`src/rtl/dm_arbiter.sv`:
```
// Two-port round-robin arbiter with bounded bus lock in front of a single-ported
// data memory; one access per cycle, read data returned two cycles after grant.
module dm_arbiter #(
    parameter int unsigned AW       = 8,
    parameter int unsigned DW       = 8,
    parameter int unsigned MAX_HOLD = 4
) (
    input  logic          clk,
    input  logic          rst_n,

    input  logic          r0_req,
    input  logic          r0_we,
    input  logic          r0_lock,
    input  logic [AW-1:0] r0_addr,
    input  logic [DW-1:0] r0_wdata,
    output logic          r0_gnt,
    output logic          r0_rvalid,
    output logic [DW-1:0] r0_rdata,

    input  logic          r1_req,
    input  logic          r1_we,
    input  logic          r1_lock,
    input  logic [AW-1:0] r1_addr,
    input  logic [DW-1:0] r1_wdata,
    output logic          r1_gnt,
    output logic          r1_rvalid,
    output logic [DW-1:0] r1_rdata,

    output logic          dm_w_en,
    output logic          dm_r_en,
    output logic [AW-1:0] dm_addr,
    output logic [DW-1:0] dm_w_data,
    input  logic [DW-1:0] dm_r_data
);

    localparam int unsigned   HW         = (MAX_HOLD < 2) ? 1 : $clog2(MAX_HOLD + 1);
    localparam logic [HW-1:0] HOLD_MAX   = HW'(MAX_HOLD);
    localparam bit            PREEMPT_EN = (MAX_HOLD != 0);

    typedef enum logic [1:0] {
        IDLE  = 2'd0,
        LOCK0 = 2'd1,
        LOCK1 = 2'd2
    } state_t;

    typedef struct packed {
        logic          we;
        logic          lock;
        logic [AW-1:0] addr;
        logic [DW-1:0] wdata;
    } acc_t;

    state_t        state;
    state_t        state_nx;
    logic          last_grant;
    logic [HW-1:0] hold_cnt;
    logic [HW-1:0] hold_nx;
    logic          rd_pend;
    logic          rd_tag;

    acc_t          acc0_c;
    acc_t          acc1_c;
    acc_t          sel_c;
    logic          gnt_c;
    logic          gnt_id_c;
    logic          locked_c;
    logic          own_id_c;
    logic          own_req_c;
    logic          oth_req_c;
    logic          preempt_c;

    assign acc0_c = {r0_we, r0_lock, r0_addr, r0_wdata};
    assign acc1_c = {r1_we, r1_lock, r1_addr, r1_wdata};
    assign sel_c  = gnt_id_c ? acc1_c : acc0_c;

    assign r0_gnt = gnt_c & ~gnt_id_c;
    assign r1_gnt = gnt_c &  gnt_id_c;

    // Lock owner view; preemption fires once the owner has used its hold budget.
    always_comb begin
        own_id_c  = (state == LOCK1);
        own_req_c = own_id_c ? r1_req : r0_req;
        oth_req_c = own_id_c ? r0_req : r1_req;
        preempt_c = PREEMPT_EN && (hold_cnt == HOLD_MAX) && oth_req_c;
    end

    // Grant decision: at most one requester per cycle, suppressed during reset.
    always_comb begin
        gnt_c    = 1'b0;
        gnt_id_c = 1'b0;
        locked_c = 1'b0;
        if (state != IDLE) begin
            if (own_req_c && !preempt_c) begin
                gnt_c    = 1'b1;
                gnt_id_c = own_id_c;
                locked_c = 1'b1;
            end else if (oth_req_c) begin
                gnt_c    = 1'b1;
                gnt_id_c = ~own_id_c;
            end
        end else if (r0_req && r1_req) begin
            gnt_c    = 1'b1;
            gnt_id_c = ~last_grant;
        end else if (r0_req) begin
            gnt_c    = 1'b1;
            gnt_id_c = 1'b0;
        end else if (r1_req) begin
            gnt_c    = 1'b1;
            gnt_id_c = 1'b1;
        end
        if (!rst_n) begin
            gnt_c = 1'b0;
        end
    end

    // Next lock state: any grant without lock, or no grant at all, returns to IDLE.
    always_comb begin
        state_nx = IDLE;
        hold_nx  = '0;
        if (gnt_c && sel_c.lock) begin
            state_nx = gnt_id_c ? LOCK1 : LOCK0;
            if (locked_c) begin
                hold_nx = (hold_cnt < HOLD_MAX) ? hold_cnt + HW'(1) : hold_cnt;
            end else begin
                hold_nx = HW'(1);
            end
        end
    end

    always_ff @(posedge clk or negedge rst_n) begin
        if (!rst_n) begin
            state      <= IDLE;
            last_grant <= 1'b1;
            hold_cnt   <= '0;
            rd_pend    <= 1'b0;
            rd_tag     <= 1'b0;
            dm_w_en    <= 1'b0;
            dm_r_en    <= 1'b0;
            dm_addr    <= '0;
            dm_w_data  <= '0;
            r0_rvalid  <= 1'b0;
            r1_rvalid  <= 1'b0;
            r0_rdata   <= '0;
            r1_rdata   <= '0;
        end else begin
            state    <= state_nx;
            hold_cnt <= hold_nx;

            // Stage 1: launch the granted access onto the memory port.
            if (gnt_c) begin
                last_grant <= gnt_id_c;
                dm_w_en    <= sel_c.we;
                dm_r_en    <= ~sel_c.we;
                dm_addr    <= sel_c.addr;
                dm_w_data  <= sel_c.wdata;
                rd_pend    <= ~sel_c.we;
                rd_tag     <= gnt_id_c;
            end else begin
                dm_w_en <= 1'b0;
                dm_r_en <= 1'b0;
                rd_pend <= 1'b0;
            end

            // Stage 2: route the memory read data back to its issuer.
            r0_rvalid <= rd_pend && !rd_tag;
            r1_rvalid <= rd_pend &&  rd_tag;
            if (rd_pend && !rd_tag) begin
                r0_rdata <= dm_r_data;
            end
            if (rd_pend && rd_tag) begin
                r1_rdata <= dm_r_data;
            end
        end
    end

endmodule
```
`config.mk`:
```
export PLATFORM = sky130hd
export DESIGN_NAME = dm_arbiter
export DESIGN_NICKNAME = d
export VERILOG_FILES = /design/src/rtl/dm_arbiter.sv
export SDC_FILE = /design/constraint.sdc
export NUM_CORES = 1
export LEC_CHECK = 0
export ABC_AREA = 1
export BUFFER_PORTS_ARGS = -buffer_cell sky130_fd_sc_hd__buf_2
export CORE_MARGIN = 2
export CORE_UTILIZATION = 42
export CTS_BUF_LIST = sky130_fd_sc_hd__clkbuf_4
export DETAILED_ROUTE_END_ITERATION = 8
export PLACE_DENSITY = 0.73
export SYNTH_ARGS = -nofsm -noshare
export SYNTH_HDL_FRONTEND = slang
export SYNTH_SLANG_ARGS = --single-unit
```
`constraint.sdc`:
```
create_clock -name clk -period 2.7 [get_ports clk]
set_input_delay 0.27 -clock clk [delete_from_list [all_inputs] [get_ports clk]]
set_output_delay 0.27 -clock clk [all_outputs]
set_load 0.05 [all_outputs]
```
-- Yosys cells after proc, flatten, opt, wreduce, memory -nomap -nowiden
Cells that the tools add are included.
- register bits after elaboration: 43
- latch bits: 0
- memory bits (writable): 0
- bits in read-only memories: 0
- input bits: 48
- output and inout bits: 38
- logic and storage cells: 56
- memories: 0
- add/sub/neg operators: 1
- multipliers: 0
- divide/modulo/power cells: 0
- magnitude comparators: 1
- equal/unequal tests: 3
- shift-type cells: 0
- muxes and demuxes: 24
- bitwise logic cells: 6
- reduce and logical (&&, ||, !) cells: 9
- operators by type and width (operator ; number):
    1-bit 2-to-1 mux ; 18
    18-bit 2-to-1 mux ; 1
    3-bit 2-to-1 mux ; 3
    1-bit logical AND ; 6
    2-bit 2-to-1 mux ; 2
    1-bit inverter ; 4
    3-bit by 1-bit adder with 3-bit output, second input constant ; 1
    3-bit equality test, second input constant ; 1
    3-bit < comparator, second input constant ; 1
    3-bit by 2-bit inequality test with 1-bit output, second input constant ; 1
    1-bit AND ; 2
    2-bit equality test, second input constant ; 1
    1-bit zero test ; 2
    2-bit nonzero test ; 1

-- Depth between registers and ports, before layout
- depth after elaboration: 10
- gate-level depth with buffers: 14
- depth with buffers taken out: 13

-- Worst setup path before layout
OpenSTA, ideal clock, no wires.
- path type: reg-to-output
- from: register hold_cnt[0]
- to: output port r0_gnt
- arrival time: 1.470 ns
- required time: 2.430 ns
- setup slack: 0.960 ns
- cell stages (with the launch flop): 13
- buffers on the path: 1
- cell sequence: dfrtp_1 inv_1 ha_1 nand2_1 inv_1 nand2_1 nand3_2 nand2_2 nand2_2 nand2_4 inv_2 nor2_4 buf_6
- cells in the longest elaborated chain, start to end: 8
- elaborated cells between the ends (all ways): 11
- classes of those cells: eq/ne: 1; mux: 5; bitwise: 2; reduce/logical: 3
- RTL lines (what ; RTL line ; text):
    start: declaration ; 56 ; logic [HW-1:0] hold_cnt;
    start signal: assignment ; 147 ; hold_cnt <= hold_nx;
    3-bit equality test (*) ; 84 ; preempt_c = PREEMPT_EN && (hold_cnt == HOLD_MAX) && oth_req_c;
    1-bit logical AND (*) ; 84 ;
    1-bit zero test (*) ; 93 ; if (own_req_c && !preempt_c) begin
    1-bit logical AND (*) ; 93 ;
    1-bit 2-to-1 mux ; 93 ;
    1-bit 2-to-1 mux ; 92 ; if (state != IDLE) begin
    1-bit 2-to-1 mux / 1-bit inverter (equally long branches) ; 111, 76 ;
    1-bit AND (*) ; 76 ; assign r0_gnt = gnt_c & ~gnt_id_c;
    end: declaration ; 16 ; output logic r0_gnt,
Mark *: on every way between the ends. The rest lies on a longest branch, timed or not.

-- Final worst setup path
Same ends and word-level chain as after synthesis.

==> impl_results.md <==
- Status: finished clean
- Largest family of logic cells by synthesized area: simple AND/OR/NAND/NOR gates
- Final instance area: approximately 0.0024 mm2
- YS warnings: 0
- Crit Path Class: flop to primary output
- Routability-driven placement congestion ratio: 0.802
- FP Rows: 24
- Clk pin slew, worst setup/hold paths: 120 ps
- Syn_area_per_cell: about 9 um2
- Hold Fails Final Rpt: 0
- Clock latency on the worst-skew pair: around 350 ps
- CTS tree: built
- Post-cts resize count: 0
- CP startpoint: hold_cnt[0]
- CP max stage delay: 410 ps
- Drt via density: 4.60
- Flip-flop and latch count after synthesis: 43
- Crit-path cells: inv_1, ha_1, nand2_1, inv_1, nand2_1, nand3_2, nand2_2, nand2_2, nand2_4, inv_2, nor2_4, buf_2
- Remaining antenna violation count: 0
- Peak supply drop: 0.523 mV
- H-tree depth: 2
- Final min period: roughly 2200 ps
- DIE AREA: 0.00505 mm2
- Simple-Gate Fraction of Synth Area: 0.269
- Share of layout cells above drive strength 1: 0.365
- Largest net degree at the start of global routing: between 40 and 50
- Global-route wire length before repair: a little over 7 mm
- Netlist cell types: 21
- Instance count of the mapped netlist: between 200 and 250
- CP top delay family: simple AND/OR/NAND/NOR gates
- Ant. Diodes: 0
- Final max-slew violation count: 0
- Synth Net Count: 264
- DP Wirelength: ~3.2 mm
- Fin crit share: 0.815
- Num ports: 86
- Endpoint class of the critical path: primary output
- Critical path peak fanout: 4
- Setup_tns: 0 ps
- CP required: approximately 2400 ps
- Total CTS buffers: 5
- Drt wl/cell: around 12 um
- Clock Path Buffers: 2
- Vias in the first global route: ~1600
- RSZ-0062 raised after global routing: false
- Tightest Pin Transition: between 600 and 700 ps
- Overall power: 2450 uW
- Maxcap violations: 0
- Leakage: 0.00141 uW
- Via Count: ~1600
- Fraction of synthesized area in multiplexers: 0
- FMAX: roughly 450 MHz
- Synth Area in Compound Gates: 0.0642
- Initial antenna violation count: 0
- Root buffer cell: clkbuf_4
- Post-synthesis cell area: about 0.0019 mm2
- Crit path buf inv count: 4
- Starting density of the core: 0.434
- Hold_buf cts: 0
- CP max-delay cell: dfrtp_1
- Worst slack at placement: just under 900 ps
- Startpoint types: flop
- Sink Count: 43
- Chip Width: about 71 um
- Min-delay worst type: primary input to asynchronous set/reset pin
- Cell Pwr Density: around 1000 mW/mm2
- Post-Synth Adder-Cell Area: 0.0132
- FF-to-FF Start: hold_cnt[0]
- Slew margin rel.: 0.541
- Synth Area in XOR/XNOR: 0.00463
- Total grt overflow: 0
- IO buf count: 85
- DR DRC count: 0
- Final WS setup: 499 ps
- Chip Height: 71.1 um
- Endpoints failing setup: 0
- Area of placed instances: about 0.0024 mm2
- Final wirelength: roughly 4.3 mm
- First-pass DRT Iterations: 4
- Fin Clk Skew: 8.10 ps
- GRT Overall Usage: 0.181
- Nets: 354
- First DRT Iteration DRCs: 95
- Core ar.: between 0.004 and 0.005 mm2
- Post-CTS setup buffers: 0
- Post-synthesis sequential area ratio: 0.570
- Critical path arrival: ~1900 ps
- Syn-to-layout area delta: 28.8%
==> per-stage QoR <==
step | hold WS (ps) | util | cells
2_1_floorplan | -25.6 | - | 214
3_3_place_gp | 430 | 0.542 | 349
3_5_place_dp | 427 | 0.542 | 349
4_1_cts | 25.4 | 0.559 | 356
5_1_grt | 39.7 | 0.559 | 356
6_report | 18.1 | 0.559 | 356
==> cell type report <==
class / count / area (um2)
fillers: 399 / 1920
repair buffers: 89 / 455
well taps: 52 / 65.1
clock buffers: 5 / 37.5
multi-input cells: 140 / 668
clock inverters: 2 / 37.5
inverters: 25 / 93.8
flip-flops and latches: 43 / 1080
==> cells in the final DEF, fill, tap and decap left out, drive strengths merged <==
cell,count
buf,89
nand2,84
dfrtp,42
inv,25
nand3,20
o21ai,19
nor2,10
clkbuf,5
a21oi,3
ha,2
nand4,1
xor2,1
bufinv,1
clkinvlp,1
dfstp,1
==> metal layers <==
layer  wire [um]  track usage  share of wire  vias to the layer above
met4          81       0.0629          0.019                        0
met2        2140        0.305           0.50                       45
met3         218       0.0413          0.051                        9
met5           0            0              0                        -
met1        1850        0.231           0.43                      738
li1            -            -              -                      844
==> worst paths after layout <==
path	endpoint	slack, ps	cells after the start
worst min-delay path	dm_w_data[6]	20	2
max in group asynchronous	last_grant	2310	2
worst max-delay path	r0_gnt	500	12
min in group clk	dm_w_data[1]	110	3
worst min register to register	last_grant	490	2
worst max register to register	state[1]	900	12
==> worst register-to-register path, stage by stage, from the launching register on <==
cell     delay, ps
dfrtp_1        410
inv_1           60
ha_1           180
nand2_1         60
inv_1           30
nand2_1         70
nand3_2        110
a21oi_4        170
nand2_4         90
nor2_4         100
buf_4          240
inv_1          110
nor2_1         110
==> flip-flops by register name, indices dropped and copies added, names as in the netlist <==
signal	count
dm_addr	8
dm_w_data	8
dm_w_en	1
hold_cnt	3
last_grant	1
r0_rdata	8
r0_rvalid	1
r1_rdata	8
r1_rvalid	1
rd_pend	1
rd_tag	1
state	2
==> synth_stat cells (all sizes together) <==
| master | number | share of area |
|---|---|---|
| nand4 | 1 | 0.0033 |
| buf | 3 | 0.018 |
| clkbuf | 3 | 0.011 |
| nand3 | 20 | 0.061 |
| dfstp | 1 | 0.014 |
| inv | 25 | 0.050 |
| nand2 | 84 | 0.18 |
| ha | 2 | 0.013 |
| a21oi | 3 | 0.014 |
| dfrtp | 42 | 0.56 |
| o21ai | 19 | 0.050 |
| nor2 | 10 | 0.028 |
| xor2 | 1 | 0.0046 |
==> logic make-up after synthesis <==
| kind of cell | Yosys count |
|---|---|
| adders and majority gates | 2 |
| DFF | 43 |
| AOI/OAI and AO/OA | 22 |
| buffers and inverters | 31 |
| xor gates and xnor gates | 1 |
| and+or+nand+nor | 115 |
==> where the power goes <==
part | internal, uW | switching, uW
logic | 250 | 885
registers | 826 | 95.1
clock network | 190 | 204
total | 1270 | 1180
Note: power is estimated with default switching activity, not from simulation.
